### src/rtl/schedule_issue_queue.sv
// Issue queue between schedule_1st and execute: FIFO with a first-word-fall-through head.
// Define SCHEDULE_ISSUE_QUEUE_BYPASS_EN to forward input straight to issue when empty.
module schedule_issue_queue #(
    parameter int DEPTH = 4,
    parameter int PTR_W = 2
) (
    input  logic        CLK,
    input  logic        RST,
    input  logic        FLUSH,
    output logic        STALL,
    input  logic        SCHEDULE_1ST_VALID,
    input  logic [31:0] SCHEDULE_1ST_PC,
    input  logic [6:0]  SCHEDULE_1ST_OPCODE,
    input  logic [4:0]  SCHEDULE_1ST_RD,
    input  logic [2:0]  SCHEDULE_1ST_FUNCT3,
    input  logic [6:0]  SCHEDULE_1ST_FUNCT7,
    input  logic [31:0] SCHEDULE_1ST_IMM,
    input  logic        ISSUE_READY,
    output logic        ISSUE_VALID,
    output logic [31:0] ISSUE_PC,
    output logic [6:0]  ISSUE_OPCODE,
    output logic [4:0]  ISSUE_RD,
    output logic [2:0]  ISSUE_FUNCT3,
    output logic [6:0]  ISSUE_FUNCT7,
    output logic [31:0] ISSUE_IMM
);

    typedef struct packed {
        logic [31:0] pc;
        logic [6:0]  opcode;
        logic [4:0]  rd;
        logic [2:0]  funct3;
        logic [6:0]  funct7;
        logic [31:0] imm;
    } op_t;

    localparam logic [PTR_W:0] FULL_CNT = (PTR_W+1)'(DEPTH);

    op_t              mem [DEPTH];
    logic [PTR_W-1:0] wr_ptr;
    logic [PTR_W-1:0] rd_ptr;
    logic [PTR_W:0]   count;

    op_t  in_op;
    op_t  head_op;
    op_t  issue_op;
    logic empty;
    logic push;
    logic pop_q;
    logic take;
    logic wr_en;

    assign in_op = {SCHEDULE_1ST_PC, SCHEDULE_1ST_OPCODE, SCHEDULE_1ST_RD,
                    SCHEDULE_1ST_FUNCT3, SCHEDULE_1ST_FUNCT7, SCHEDULE_1ST_IMM};
    assign head_op = mem[rd_ptr];

    // STALL depends only on registered occupancy, never on ISSUE_READY
    assign empty = (count == '0);
    assign STALL = (count == FULL_CNT);
    assign push  = SCHEDULE_1ST_VALID & ~STALL & ~FLUSH;
    assign pop_q = ~empty & ISSUE_READY & ~FLUSH;

`ifdef SCHEDULE_ISSUE_QUEUE_BYPASS_EN
    logic fwd;
    assign fwd         = empty & SCHEDULE_1ST_VALID & ~FLUSH;
    assign take        = fwd & ISSUE_READY;
    assign ISSUE_VALID = ~empty | fwd;
    assign issue_op    = fwd ? in_op : head_op;
`else
    assign take        = 1'b0;
    assign ISSUE_VALID = ~empty;
    assign issue_op    = head_op;
`endif

    // a forwarded op consumed this cycle never lands in storage
    assign wr_en = push & ~take;

    assign ISSUE_PC     = issue_op.pc;
    assign ISSUE_OPCODE = issue_op.opcode;
    assign ISSUE_RD     = issue_op.rd;
    assign ISSUE_FUNCT3 = issue_op.funct3;
    assign ISSUE_FUNCT7 = issue_op.funct7;
    assign ISSUE_IMM    = issue_op.imm;

    always_ff @(posedge CLK or posedge RST) begin
        if (RST) begin
            for (int i = 0; i < DEPTH; i++) begin
                mem[i] <= '0;
            end
        end else if (wr_en) begin
            mem[wr_ptr] <= in_op;
        end
    end

    always_ff @(posedge CLK or posedge RST) begin
        if (RST) begin
            wr_ptr <= '0;
            rd_ptr <= '0;
            count  <= '0;
        end else if (FLUSH) begin
            wr_ptr <= '0;
            rd_ptr <= '0;
            count  <= '0;
        end else begin
            if (wr_en) begin
                wr_ptr <= wr_ptr + 1'b1;
            end
            if (pop_q) begin
                rd_ptr <= rd_ptr + 1'b1;
            end
            unique case ({wr_en, pop_q})
                2'b10:   count <= count + 1'b1;
                2'b01:   count <= count - 1'b1;
                default: ;
            endcase
        end
    end

endmodule

### config.mk
export PLATFORM = sky130hd
export DESIGN_NAME = schedule_issue_queue
export DESIGN_NICKNAME = d
export VERILOG_FILES = /design/src/rtl/schedule_issue_queue.sv
export SDC_FILE = /design/constraint.sdc
export NUM_CORES = 1
export LEC_CHECK = 0
export CAP_MARGIN = 20
export CORE_ASPECT_RATIO = 2
export CORE_MARGIN = 2
export CORE_UTILIZATION = 40
export DETAILED_ROUTE_END_ITERATION = 8
export SLEW_MARGIN = 20
export SYNTH_ARGS = -nofsm -noshare
export SYNTH_HDL_FRONTEND = slang
export SYNTH_SLANG_ARGS = --single-unit
### constraint.sdc
create_clock -name CLK -period 12.4 [get_ports CLK]
set_clock_uncertainty 0.05 [all_clocks]
set_input_delay 2.48 -clock CLK [delete_from_list [all_inputs] [get_ports CLK]]
set_output_delay 2.48 -clock CLK [all_outputs]
set_load 0.05 [all_outputs]
==> flow_metrics.env, run 1 <==
export IMPL_status="completed"
export IMPL_synth_area_per_cell_um2=17.2
export IMPL_first_global_vias=9294
export IMPL_dp_cells=1545
export IMPL_r2r_slack_ns=9.11
export IMPL_num_nets_final=1158
export IMPL_hold_class="reg -> reg"
export IMPL_port_buffers=178
export IMPL_leakagePower_nw=8.08
export IMPL_drive_gt1_share_pct=46.1
export IMPL_timing_final_crit_share_pct=49.6
export IMPL_timing_final_ws_setup_ns=6.25
export IMPL_core_area_um2=38400
export IMPL_dp_hpwl_mm=19.2
export IMPL_synth_seq_cells=351
export IMPL_post_route_min_period_ns=6.15
export IMPL_die_h_um=282
export IMPL_critical_path_required_ns=9.87
export IMPL_row_count=102
export IMPL_hold_depth=1
export IMPL_vias=8388
export IMPL_utilization_pct=49.3
export IMPL_path_class="reg -> out"
export IMPL_htree_num_levels=2
export IMPL_cts_made_buffers=35
export IMPL_drt_initial_drc_count=236
export IMPL_postSynthCellCount=901
export IMPL_post_cts_repair_setup_buffers=0
export IMPL_cts_tree="built"
export IMPL_dieArea_um2=40400
export IMPL_max_cap_violations=0
export IMPL_reg2regPathDepth=4
export IMPL_dpl_worst_slack_ns=6.25
export IMPL_drt_wirelength_per_cell_um=20.5
export IMPL_areaGrowthSynthToFinish_pct=22.2
export IMPL_routed_wirelength_mm=32.9
export IMPL_grt_pass1_wl_mm=52.8
export IMPL_ctsResizeCount=0
export IMPL_slew_violations=0
export IMPL_overflow=0
export IMPL_clockBufferDepth=3
export IMPL_fin_tns_setup_ns=0
export IMPL_cts_sinks=351
export IMPL_clock_root_buffer="clkbuf_16"
export IMPL_synth_area_um2=15500
export IMPL_arrival_ns=3.62
export IMPL_max_freq_ghz=0.163
export IMPL_drtAntennaViolNets=0
export IMPL_yosysWarnings=0
export IMPL_holdBufCountCts=0
export IMPL_antenna_found_initial=2
export IMPL_grt_max_degree=165
export IMPL_start_util_pct=40.3
export IMPL_first_pass_iters=4
export IMPL_critPathLaunchType="register"
export IMPL_rsz0062_at_grt="no"
export IMPL_place_gp_congestion=0.699
export IMPL_end_kind="output pin"
export IMPL_yosys_area_top_type="dfrtp_1"
export IMPL_syn_nets=997
export IMPL_finalSetupViolCount=0
export IMPL_io_pins=179
export IMPL_finalPower_mw=4.36
export IMPL_maxSlewHeadroom_pct=30.5
export IMPL_grt_total_usage_pct=16.8
export IMPL_synth_top_area_share_pct=56.7
export IMPL_crit_fanout=48
export IMPL_antenna_cells=0
export IMPL_tightestPinTransition_ns=1.04
export IMPL_ys_top_cells_by_area="dfrtp_1 (57%), mux2_2 (22%), mux4_2 (13%)"
export IMPL_synth_cell_type_count=37
export IMPL_drc=0
export IMPL_ys_seq_area_share_pct=56.7
export IMPL_stdcell_count=1605
export IMPL_via_per_inst=5.23
export IMPL_pwr_density_cell_nw_per_um2=230
export IMPL_path_clk_slew_ns=0.06
export IMPL_final_hold_viol_count=0
export IMPL_clk_latency_ns=0.52
export IMPL_dieWidth_um=143
export IMPL_ir_drop_mv=0.136
==> cell families (layout without fill, tap and decap cells) <==
logic type                 after synthesis  in the layout  share of synthesized area, %
muxes                                  431            431                          38.5
DFF                                    351            351                          56.7
buffers and inverters                   71            255                          2.51
and+or+nand+nor                         21             21                         0.775
AOI/OAI and AO/OA                       19             19                         0.864
adders and majority gates                5              5                         0.452
xor gates and xnor gates                 3              3                         0.170
==> metrics by stage <==
step           cell area, um^2  hold WS, ns
2_1_floorplan            15500        0.424
3_3_place_gp             17700        0.431
3_5_place_dp             17700        0.437
4_1_cts                  18900        0.451
5_1_grt                  18900        0.458
6_report                 18900        0.448
==> layout by cell type (no fill, tap or decap), drive strengths merged, types with 5 or more instances in the layout <==
cell type,synthesis,layout
clkdlybuf4s50,0,178
nand3,5,5
bufinv,0,5
dfrtp,351,351
mux4,86,86
mux2,344,344
inv,8,8
clkbuf,12,51
buf,51,9
nor2,5,5
==> power by group <==
part / internal [mW] / leakage (nW) / switching [mW]
combinational: 0.749 / 3.06 / 0.772
clock: 0.695 / 0.607 / 0.437
sequential: 1.51 / 4.41 / 0.198
==> metal layers <==
metal  up-vias  GRT usage (%)  wire length (um)
li1       3689              -                 -
met1      4469           21.8             13800
met2       177           27.8             16200
met3        49           4.54              2160
met4         4           4.60               695
met5         -              0                23
==> cell usage after synthesis <==
master / instances
dfrtp_1: 351
mux2_2: 304
mux4_2: 86
mux2_4: 40
buf_2: 28
clkbuf_1: 11
buf_4: 9
inv_1: 8
buf_1: 7
buf_6: 7
nor2_1: 5
a21oi_1: 4
ha_1: 4
nand3_1: 4
a2111oi_0: 3
nand2b_1: 3
o21ai_0: 3
xor2_1: 3
nand3b_1: 2
o311ai_0: 2
a211oi_1: 1
a21boi_0: 1
a22o_1: 1
a31oi_1: 1
and3_1: 1
clkbuf_2: 1
fa_1: 1
mux2i_1: 1
nand2_1: 1
nand3_2: 1
nor2b_1: 1
nor3_1: 1
o21a_1: 1
o31ai_1: 1
o32a_1: 1
or3b_1: 1
or4_1: 1
==> cell type report <==
cell class | count | area (um^2)
Fill cell | 3240 | 19500
Sequential cell | 351 | 8790
Multi-Input combinational cell | 479 | 6360
Timing Repair Buffer | 187 | 1860
Clock buffer | 51 | 1060
Tap cell | 520 | 651
Clock inverter | 9 | 170
Inverter | 8 | 37.5
==> flip-flops by register name, summed over array words and instances, names as in the netlist <==
name	count
count	3
mem	344
wr_ptr	2
rd_ptr	2
==> critical path, cell delays in order, from the launching register on <==
cell and delay (ns):
dfrtp_4 0.93, buf_4 0.79, mux4_2 0.59, clkdlybuf4s50_1 0.76
==> path summary, 6_finish.rpt <==
path	end	start
worst min-delay path	mem[187]	mem[187]
worst max register to register	mem[171]	count[0]
min in group asynchronous	mem[233]	RST
max in group asynchronous	mem[270]	RST
worst min register to register	mem[187]	mem[187]
worst max-delay path	ISSUE_IMM[0]	rd_ptr[1]
Power figures use the tool's default switching activity.
==> run 2, diff against run 1 <==
==> constraint.sdc (replaced) <==
create_clock -name CLK -period 6.18 [get_ports CLK]
set_clock_uncertainty 0.05 [all_clocks]
set_input_delay 1.236 -clock CLK [delete_from_list [all_inputs] [get_ports CLK]]
set_output_delay 1.236 -clock CLK [all_outputs]
set_load 0.05 [all_outputs]
==> run 2 against run 1 <==
Register-to-register slack got worse by 5.8 ns; die area unchanged; sequential share of layout area decreased by 0.14 points; critical path type unchanged; worst hold slack improved by 0.0010 ns; count of clock-buffer cells in the layout decreased by 2; combinational power increased by 100%; non-clock buffer count increased by 3; first-iteration DRC count increased by 15%; setup slack got worse by 4.6 ns.
==> flow_metrics.env, run 2 (same netlist as run 1, synthesis figures left out) <==
export IMPL_cts_made_buffers=35
export IMPL_tightestPinTransition_ns=1.03
export IMPL_routed_wirelength_mm=33.4
export IMPL_io_pins=179
export IMPL_holdWs_ns=0.449
export IMPL_fillers=3233
export IMPL_first_pass_iters=4
export IMPL_status="completed"
export IMPL_finalSetupViolCount=0
export IMPL_end_kind="output pin"
export IMPL_drive_gt1_share_pct=46.2
export IMPL_dieWidth_um=143
export IMPL_seq_area_um2=8790
export IMPL_antenna_found_initial=3
export IMPL_path_buf_inv=2
export IMPL_timing_final_crit_share_pct=73.4
export IMPL_vias=8479
export IMPL_largest_register_ffs=344
export IMPL_post_cts_repair_setup_buffers=0
export IMPL_path_clk_slew_ns=0.06
export IMPL_finalPower_mw=8.70
export IMPL_final_cell_mix="dfrtp_1 (349), mux2_2 (304), clkdlybuf4s50_1 (178)"
export IMPL_top_regs="mem: 344 flops, count: 3 flops"
export IMPL_multi_input_area_um2=6360
export IMPL_post_route_min_period_ns=4.54
export IMPL_place_gp_congestion=0.687
export IMPL_cp_cell_sequence="buf_12, mux4_2, clkdlybuf4s50_1"
export IMPL_drc=0
export IMPL_rsz0062_at_grt="no"
export IMPL_maxSlewHeadroom_pct=31.4
export IMPL_start_util_pct=40.3
export IMPL_grt_pass1_wl_mm=53.4
export IMPL_holdBufCountCts=0
export IMPL_areaGrowthSynthToFinish_pct=22.5
export IMPL_max_freq_ghz=0.220
export IMPL_num_nets_final=1161
export IMPL_top_register="mem"
export IMPL_slowest_stage="dfrtp_4"
export IMPL_max_cap_violations=0
export IMPL_grt_max_degree=177
export IMPL_critPathLaunchType="register"
export IMPL_cpLargestDelayFamily="buffers and inverters"
export IMPL_first_global_vias=9497
export IMPL_arrival_ns=3.25
export IMPL_dieArea_um2=40400
export IMPL_clk_latency_ns=0.52
export IMPL_post_route_cell_area_um2=19000
export IMPL_die_h_um=282
export IMPL_cts_sinks=351
export IMPL_leakagePower_nw=8.09
export IMPL_path_class="reg -> out"
export IMPL_dp_hpwl_mm=19.5
export IMPL_port_buffers=178
export IMPL_critical_path_required_ns=4.89
export IMPL_htree_num_levels=2
export IMPL_clock_root_buffer="clkbuf_16"
export IMPL_ctsResizeCount=0
export IMPL_overflow=0
export IMPL_drtAntennaViolNets=0
export IMPL_clockBufferDepth=3
export IMPL_slowest_delay_ns=0.99
export IMPL_crit_fanout=38
export IMPL_hold_class="reg -> reg"
export IMPL_final_hold_viol_count=0
export IMPL_ir_drop_mv=0.338
export IMPL_utilization_pct=49.4
export IMPL_pwr_density_cell_nw_per_um2=458
export IMPL_grt_total_usage_pct=16.9
export IMPL_drt_wirelength_per_cell_um=20.8
export IMPL_row_count=102
export IMPL_place_area_um2=17800
export IMPL_cts_tree="built"
export IMPL_antenna_cells=0
export IMPL_via_per_inst=5.28
export IMPL_slew_violations=0
export IMPL_drt_initial_drc_count=272
export IMPL_fin_tns_setup_ns=0
export IMPL_core_area_um2=38400
export IMPL_final_common_cell="dfrtp_1"
==> run 2: changes by cell type in the layout (fill, tap and decap cells not counted), moves of 2 or more <==
| cell | before | now |
|---|---|---|
| clkinvlp_4 | 0 | 2 |
| buf_4 | 8 | 5 |
| buf_12 | 1 | 6 |
| clkbuf_8 | 8 | 6 |
==> run 2: final cells by class <==
| class | instances | share of cell area, % |
|---|---|---|
| clock buffer | 49 | 5.43 |
| clock inverter | 10 | 0.804 |
| inverter | 8 | 0.178 |
| multi-input combinational | 479 | 33.5 |
| sequential | 351 | 46.3 |
| tap | 520 | 3.43 |
| timing repair buffer | 190 | 10.4 |
==> run 2: worst register-to-register path: cells and delay by family, from the launching register on <==
kind | cells | cell delay, ns
simple gates | 2 | 1.17
flops | 1 | 0.60
buf+inv | 1 | 0.45
mux | 1 | 0.43
==> run 2: report_power, final <==
part	switching, mW	leakage [nW]	internal [mW]
clock	0.878	0.582	1.33
sequential	0.410	4.41	3.03
combinational	1.54	3.10	1.51
==> run 2: path summary, 6_finish.rpt <==
kind | start | to | slack (ns) | cells past startpoint
worst min register to register | mem[175] | mem[175] | 0.45 | 1
min in group asynchronous | RST | mem[288] | 1.14 | 3
max in group asynchronous | RST | mem[327] | 3.99 | 3
worst max-delay path | rd_ptr[0] | ISSUE_IMM[31] | 1.64 | 3
worst min-delay path | mem[175] | mem[175] | 0.45 | 1
worst max register to register | count[0] | mem[101] | 3.36 | 4
==> run 2: stage by stage <==
stage               setup slack, ns  instances
global placement               1.81       1547
finish                         1.64       1607
CTS                            1.54       1606
floorplan                     0.194        901
global route                   1.46       1607
detailed placement             1.75       1547
==> run 2: layer usage <==
metal,routed length [um],GRT usage (%),vias to the layer above
li1,-,-,3697
met1,13900,21.9,4538
met2,16600,28.1,193
met3,2130,4.54,45
met4,688,4.67,6
met5,33,0,-
